File: src/rtl/dp_rr_arbiter.sv
// Round-robin arbiter/sequencer sharing one WIDTH-bit A,B -> C datapath between NREQ requesters.
// Optional per-operation completion counter (OP_CNT) is enabled by defining DP_ARB_CNT_EN.
module dp_rr_arbiter #(
  parameter int NREQ   = 4,
  parameter int WIDTH  = 4,
  parameter int OP_LAT = 2
) (
  input  logic                  CLK,
  input  logic                  RST,
  input  logic [NREQ-1:0]       REQ,
  input  logic [NREQ*WIDTH-1:0] A_IN,
  input  logic [NREQ*WIDTH-1:0] B_IN,
  output logic [NREQ-1:0]       GNT,
  output logic [WIDTH-1:0]      DP_A,
  output logic [WIDTH-1:0]      DP_B,
  output logic                  DP_START,
  input  logic [WIDTH-1:0]      DP_C,
  output logic [NREQ-1:0]       DONE,
  output logic [WIDTH-1:0]      C_OUT
`ifdef DP_ARB_CNT_EN
  ,
  output logic [7:0]            OP_CNT
`endif
);

  localparam int PW = (NREQ > 1) ? $clog2(NREQ) : 1;
  localparam logic [3:0]    CNT_INIT = 4'(OP_LAT);
  localparam logic [PW-1:0] PTR_RST  = PW'(NREQ - 1);

  typedef enum logic [1:0] {IDLE, BUSY, RESP} stateT;

  stateT             state, nextState;
  logic [PW-1:0]     ptr, ptrNext;
  logic [3:0]        cnt, cntNext;

  logic              reqHit;
  logic [PW-1:0]     winner;
  logic [PW-1:0]     cand;
  logic [NREQ-1:0]   winOneHot;
  logic [WIDTH-1:0]  selA, selB;
  logic              lastBusy;

  logic [NREQ-1:0]   gntNext, doneNext;
  logic [WIDTH-1:0]  dpANext, dpBNext, cOutNext;
  logic              startNext;

  // Index reached by stepping 'off' places past base, wrapping at NREQ.
  function automatic logic [PW-1:0] wrapAdd(input logic [PW-1:0] base, input int off);
    int s;
    s = int'(base) + off;
    if (s >= NREQ) s = s - NREQ;
    return s[PW-1:0];
  endfunction

  // Scan starts just after the last winner, so the last winner has lowest priority.
  always_comb begin
    // NOTE: every comb output gets a default first so no path leaves it unassigned (no latch).
    reqHit = 1'b0;
    winner = ptr;
    cand   = ptr;
    for (int off = 1; off <= NREQ; off++) begin
      cand = wrapAdd(ptr, off);
      if (!reqHit && REQ[cand]) begin
        reqHit = 1'b1;
        winner = cand;
      end
    end
  end

  always_comb begin
    selA      = '0;
    selB      = '0;
    winOneHot = '0;
    for (int i = 0; i < NREQ; i++) begin
      if (winner == PW'(i)) begin
        selA         = A_IN[i*WIDTH +: WIDTH];
        selB         = B_IN[i*WIDTH +: WIDTH];
        winOneHot[i] = 1'b1;
      end
    end
  end

  assign lastBusy = (state == BUSY) && (cnt == 4'd1);

  // State register.
  always_ff @(posedge CLK or posedge RST) begin
    if (RST) begin
      state <= IDLE;
    end else begin
      // NOTE: sequential state uses non-blocking assignments so all registers update from pre-edge values.
      state <= nextState;
    end
  end

  // Next-state logic.
  always_comb begin
    nextState = state;
    case (state)
      IDLE:    if (reqHit) nextState = BUSY;
      BUSY:    if (cnt == 4'd1) nextState = RESP;
      RESP:    nextState = IDLE;
      default: nextState = IDLE;
    endcase
  end

  // Output logic: next values of the registered outputs and bookkeeping.
  always_comb begin
    gntNext   = GNT;
    dpANext   = DP_A;
    dpBNext   = DP_B;
    startNext = 1'b0;
    doneNext  = '0;
    cOutNext  = C_OUT;
    cntNext   = cnt;
    ptrNext   = ptr;
    case (state)
      IDLE: begin
        if (reqHit) begin
          gntNext   = winOneHot;
          dpANext   = selA;
          dpBNext   = selB;
          startNext = 1'b1;
          cntNext   = CNT_INIT;
          ptrNext   = winner;
        end
      end
      BUSY: begin
        cntNext = cnt - 4'd1;
        if (cnt == 4'd1) begin
          cOutNext = DP_C;
          doneNext = GNT;
        end
      end
      RESP: begin
        gntNext = '0;
      end
      default: begin
        gntNext = '0;
      end
    endcase
  end

  always_ff @(posedge CLK or posedge RST) begin
    if (RST) begin
      GNT      <= '0;
      DP_A     <= '0;
      DP_B     <= '0;
      DP_START <= 1'b0;
      DONE     <= '0;
      C_OUT    <= '0;
      cnt      <= '0;
      ptr      <= PTR_RST;
    end else begin
      GNT      <= gntNext;
      DP_A     <= dpANext;
      DP_B     <= dpBNext;
      DP_START <= startNext;
      DONE     <= doneNext;
      C_OUT    <= cOutNext;
      cnt      <= cntNext;
      ptr      <= ptrNext;
    end
  end

`ifdef DP_ARB_CNT_EN
  always_ff @(posedge CLK or posedge RST) begin
    if (RST) begin
      OP_CNT <= '0;
    end else if (lastBusy) begin
      OP_CNT <= OP_CNT + 8'd1;
    end
  end
`endif

endmodule
File: config.mk
export PLATFORM = sky130hd
export DESIGN_NAME = dp_rr_arbiter
export DESIGN_NICKNAME = d
export VERILOG_FILES = /design/src/rtl/dp_rr_arbiter.sv
export SDC_FILE = /design/constraint.sdc
export NUM_CORES = 1
export LEC_CHECK = 0
export ABC_CLOCK_PERIOD_IN_PS = 2009
export BUFFER_PORTS_ARGS = -buffer_cell sky130_fd_sc_hd__buf_2
export CAP_MARGIN = 5
export CORE_UTILIZATION = 47
export CTS_CLUSTER_DIAMETER = 150
export CTS_CLUSTER_SIZE = 16
export DETAILED_ROUTE_END_ITERATION = 7
export PLACE_DENSITY = 0.79
export SLEW_MARGIN = 20
export SYNTH_ARGS = -nofsm -noshare
export SYNTH_HDL_FRONTEND = slang
export SYNTH_SLANG_ARGS = --single-unit
File: constraint.sdc
create_clock -name CLK -period 2.01 [get_ports CLK]
set_input_delay 0.3015 -clock CLK [delete_from_list [all_inputs] [get_ports CLK]]
set_output_delay 0.3015 -clock CLK [all_outputs]
set_load 0.01 [all_outputs]
==> reports/metrics.cfg <==
[placement]
numPortBuffers = 62
hpwl_mm = 2.521
place.gp.congestion = 0.7477

[min_path]
hold_class = in2async

[power_and_ir_drop]
leakage_uw = 0.0009333
p_clk_frac = 0.118
comb_power_share = 0.509
p_int_uw = 1615
pwr-share-seq = 0.373
p_sw_frac = 0.4200
cellPowerDensity_mw_per_mm2 = 1482
peakVddDrop_uv = 795.3
p_sw_uw = 1169

[die]
die_h_um = 58.12
io_pins = 63
rows = 20
die_area_mm2 = 0.003378
fp.coreArea_mm2 = 0.003028
start_util = 0.4888
die_x_um = 58.12

[route]
drc_errors = 0
ant_nets = 0
dr.pass1.iters = 4
vias = 1379
via_per_inst = 5.408
wl_per_cell_um = 13.39
dr.first_iter.drc_count = 72
drt-total-wl_mm = 3.415

[clock_network]
ctsResizeCount = 0
insertion_delay_ns = 0.32
max-clock-path-buffers = 2
cts-buffers-inserted = 5
h-tree-depth = 2
cts_tree = done
clock_sinks = 29
cts_setup_buffers = 0
clk_pin_slew_ns = 0.09
clockRootBuffer = clkbuf_4
cts_hold_buf = 0

[sta]
setup_viol = 0
finClkSkew_ns = 0.01184
min_period_over_period = 0.9003
tightest_slew_ns = 0.7511
final.min_clock_period_ns = 1.810
maxSlewViolCount = 0
tns_ns = 0
whs_ns = 0.02390
timing_hold_violations_final = 0
rsz0062_at_grt = false
slew-limit-headroom = 0.4959
fmax_ghz = 0.5526

[finish]
synthToLayoutAreaGrowth_pct = 26.97
multiInputGateArea_um2 = 663.1
drive_gt1_frac = 0.3839
diodes = 0
seqCellArea_um2 = 728.2
n_fill_cell = 249
fin_util = 0.6207
nets = 254

[worst_setup_path]
crit_arrival_ns = 2.04
worstPathRequired_ns = 2.24
crit_type = reg2reg
worst-path-max-fanout = 9
critPathCaptureType = flip-flop
critPathLaunchType = flip-flop

[global_route]
antenna_found_initial = 0
grt_pass1_wl_mm = 5.692
overflow = 0
grt_usage = 0.2292
grt_start_max_net_pins = 30
grt_pass1_vias = 1269

[yosys]
syn_nets = 187
synth_top_area_frac = 0.4565
synth-edff-count = 0
synth_seq_cells = 29
synthCells = 143
yosysMostFrequentCell = dfrtp_1
yosysSeqAreaShare = 0.4920
synth_area_mm2 = 0.001480
ys.flop_type = dfrtp_1
syn_area_per_cell_um2 = 10.35
synthArstFlopShare = 1.000
synthTopCellsByCount = dfrtp_1, nor2_1, o21ai_1
yosys_warnings = 0
yosys.cell_types.count = 35
synth_top_cell_by_area = dfrtp_1
netlist_top_cells_area = dfrtp_1, mux2i_1, a221oi_1

[run_status]
status = completed

[flow_run]
drv_cap = 0

-- worst paths after layout --
kind                             to  slack (ns)  depth (start not counted)     start
setup / recovery            DP_B[0]        0.20                          5    ptr[0]
hold / removal             C_OUT[0]        0.02                          3       RST
setup reg to reg            DP_B[0]        0.20                          5    ptr[0]
hold reg to reg            C_OUT[2]        0.49                          1  C_OUT[2]
max in group asynchronous    ptr[0]        1.67                          3       RST
min in group CLK           C_OUT[0]        0.19                          2   DP_C[0]
-- registers in the layout (all words and copies together), names as in the netlist --
signal / cells
DP_A: 4
C_OUT: 4
cnt: 4
DONE: 4
DP_B: 4
state: 2
DP_START: 1
GNT: 4
ptr: 2
-- kinds of logic (layout without fill, tap and decap cells) --
logic type                 after synthesis  in the layout  synth area share
DFF                                     29             29            0.4920
muxes                                   12             12           0.08538
buffers and inverters                   15             83           0.06001
AOI/OAI and AO/OA                       41             41            0.1927
and+or+nand+nor                         42             42            0.1412
adders and majority gates                2              2           0.01690
xor gates and xnor gates                 2              2           0.01184
-- routing by layer --
layer	vias to the layer above	wire length [um]	track usage	part of all wire
met2	55	1750	0.3777	0.51
met5	-	0	0	0
met3	6	212	0.06920	0.062
met4	0	44	0.08844	0.013
met1	659	1408	0.2830	0.41
li1	659	-	-	-
-- stage by stage --
stage	setup WS, ns	area (um^2)	power (uW)	cells
finish	0.2004	1879	2784	255
global route	0.02533	1879	3041	255
CTS	0.2060	1879	2798	255
detailed placement	0.2272	1828	2467	247
global placement	0.3318	1828	2366	247
floorplan	0.4147	1480	2057	143
-- worst max-delay path, cell delays in order, from the launching register on --
cell and delay (ns):
dfstp_2 0.61, nand2b_1 0.18, a21oi_1 0.10, a31oi_2 0.45
a221oi_1 0.19, o22ai_1 0.19
-- area by class of cell --
type                            instances  share of cell area
Inverter                                7             0.01398
Sequential cell                        29              0.3875
Tap cell                               44             0.02929
Clock buffer                            6             0.02197
Multi-Input combinational cell         99              0.3529
Timing Repair Buffer                   68              0.1891
Clock inverter                          2            0.005326
-- layout by cell type (no fill, tap or decap), types with 2 or more instances in the layout --
cell and count:
buf_2 62, dfrtp_1 27, nor2_1 14, o21ai_1 10, nand2_1 8, a221oi_1 7, mux2i_1 7, o22ai_1 7
buf_4 6, mux2_1 5, inv_1 5, o21ai_0 5, clkbuf_4 5, nand2b_1 4, and2_1 4, nor4_1 3
nor2b_1 3, inv_2 2, xnor2_1 2, nand3b_1 2, a211o_1 2, nand3_1 2, a21oi_1 2, a22o_1 2
ha_1 2, clkinv_2 2, dfstp_2 2
-- power by group through the flow --
stage | sequential (uW) | clock (uW) | combinational (uW)
final | 1040 | 329 | 1420
after global routing | 1070 | 369 | 1600
after CTS | 1030 | 337 | 1430
after detailed placement | 1050 | 0 | 1420
after global placement | 1030 | 0 | 1340
after floorplan | 1080 | 0 | 979
Power figures use the tool's default switching activity.
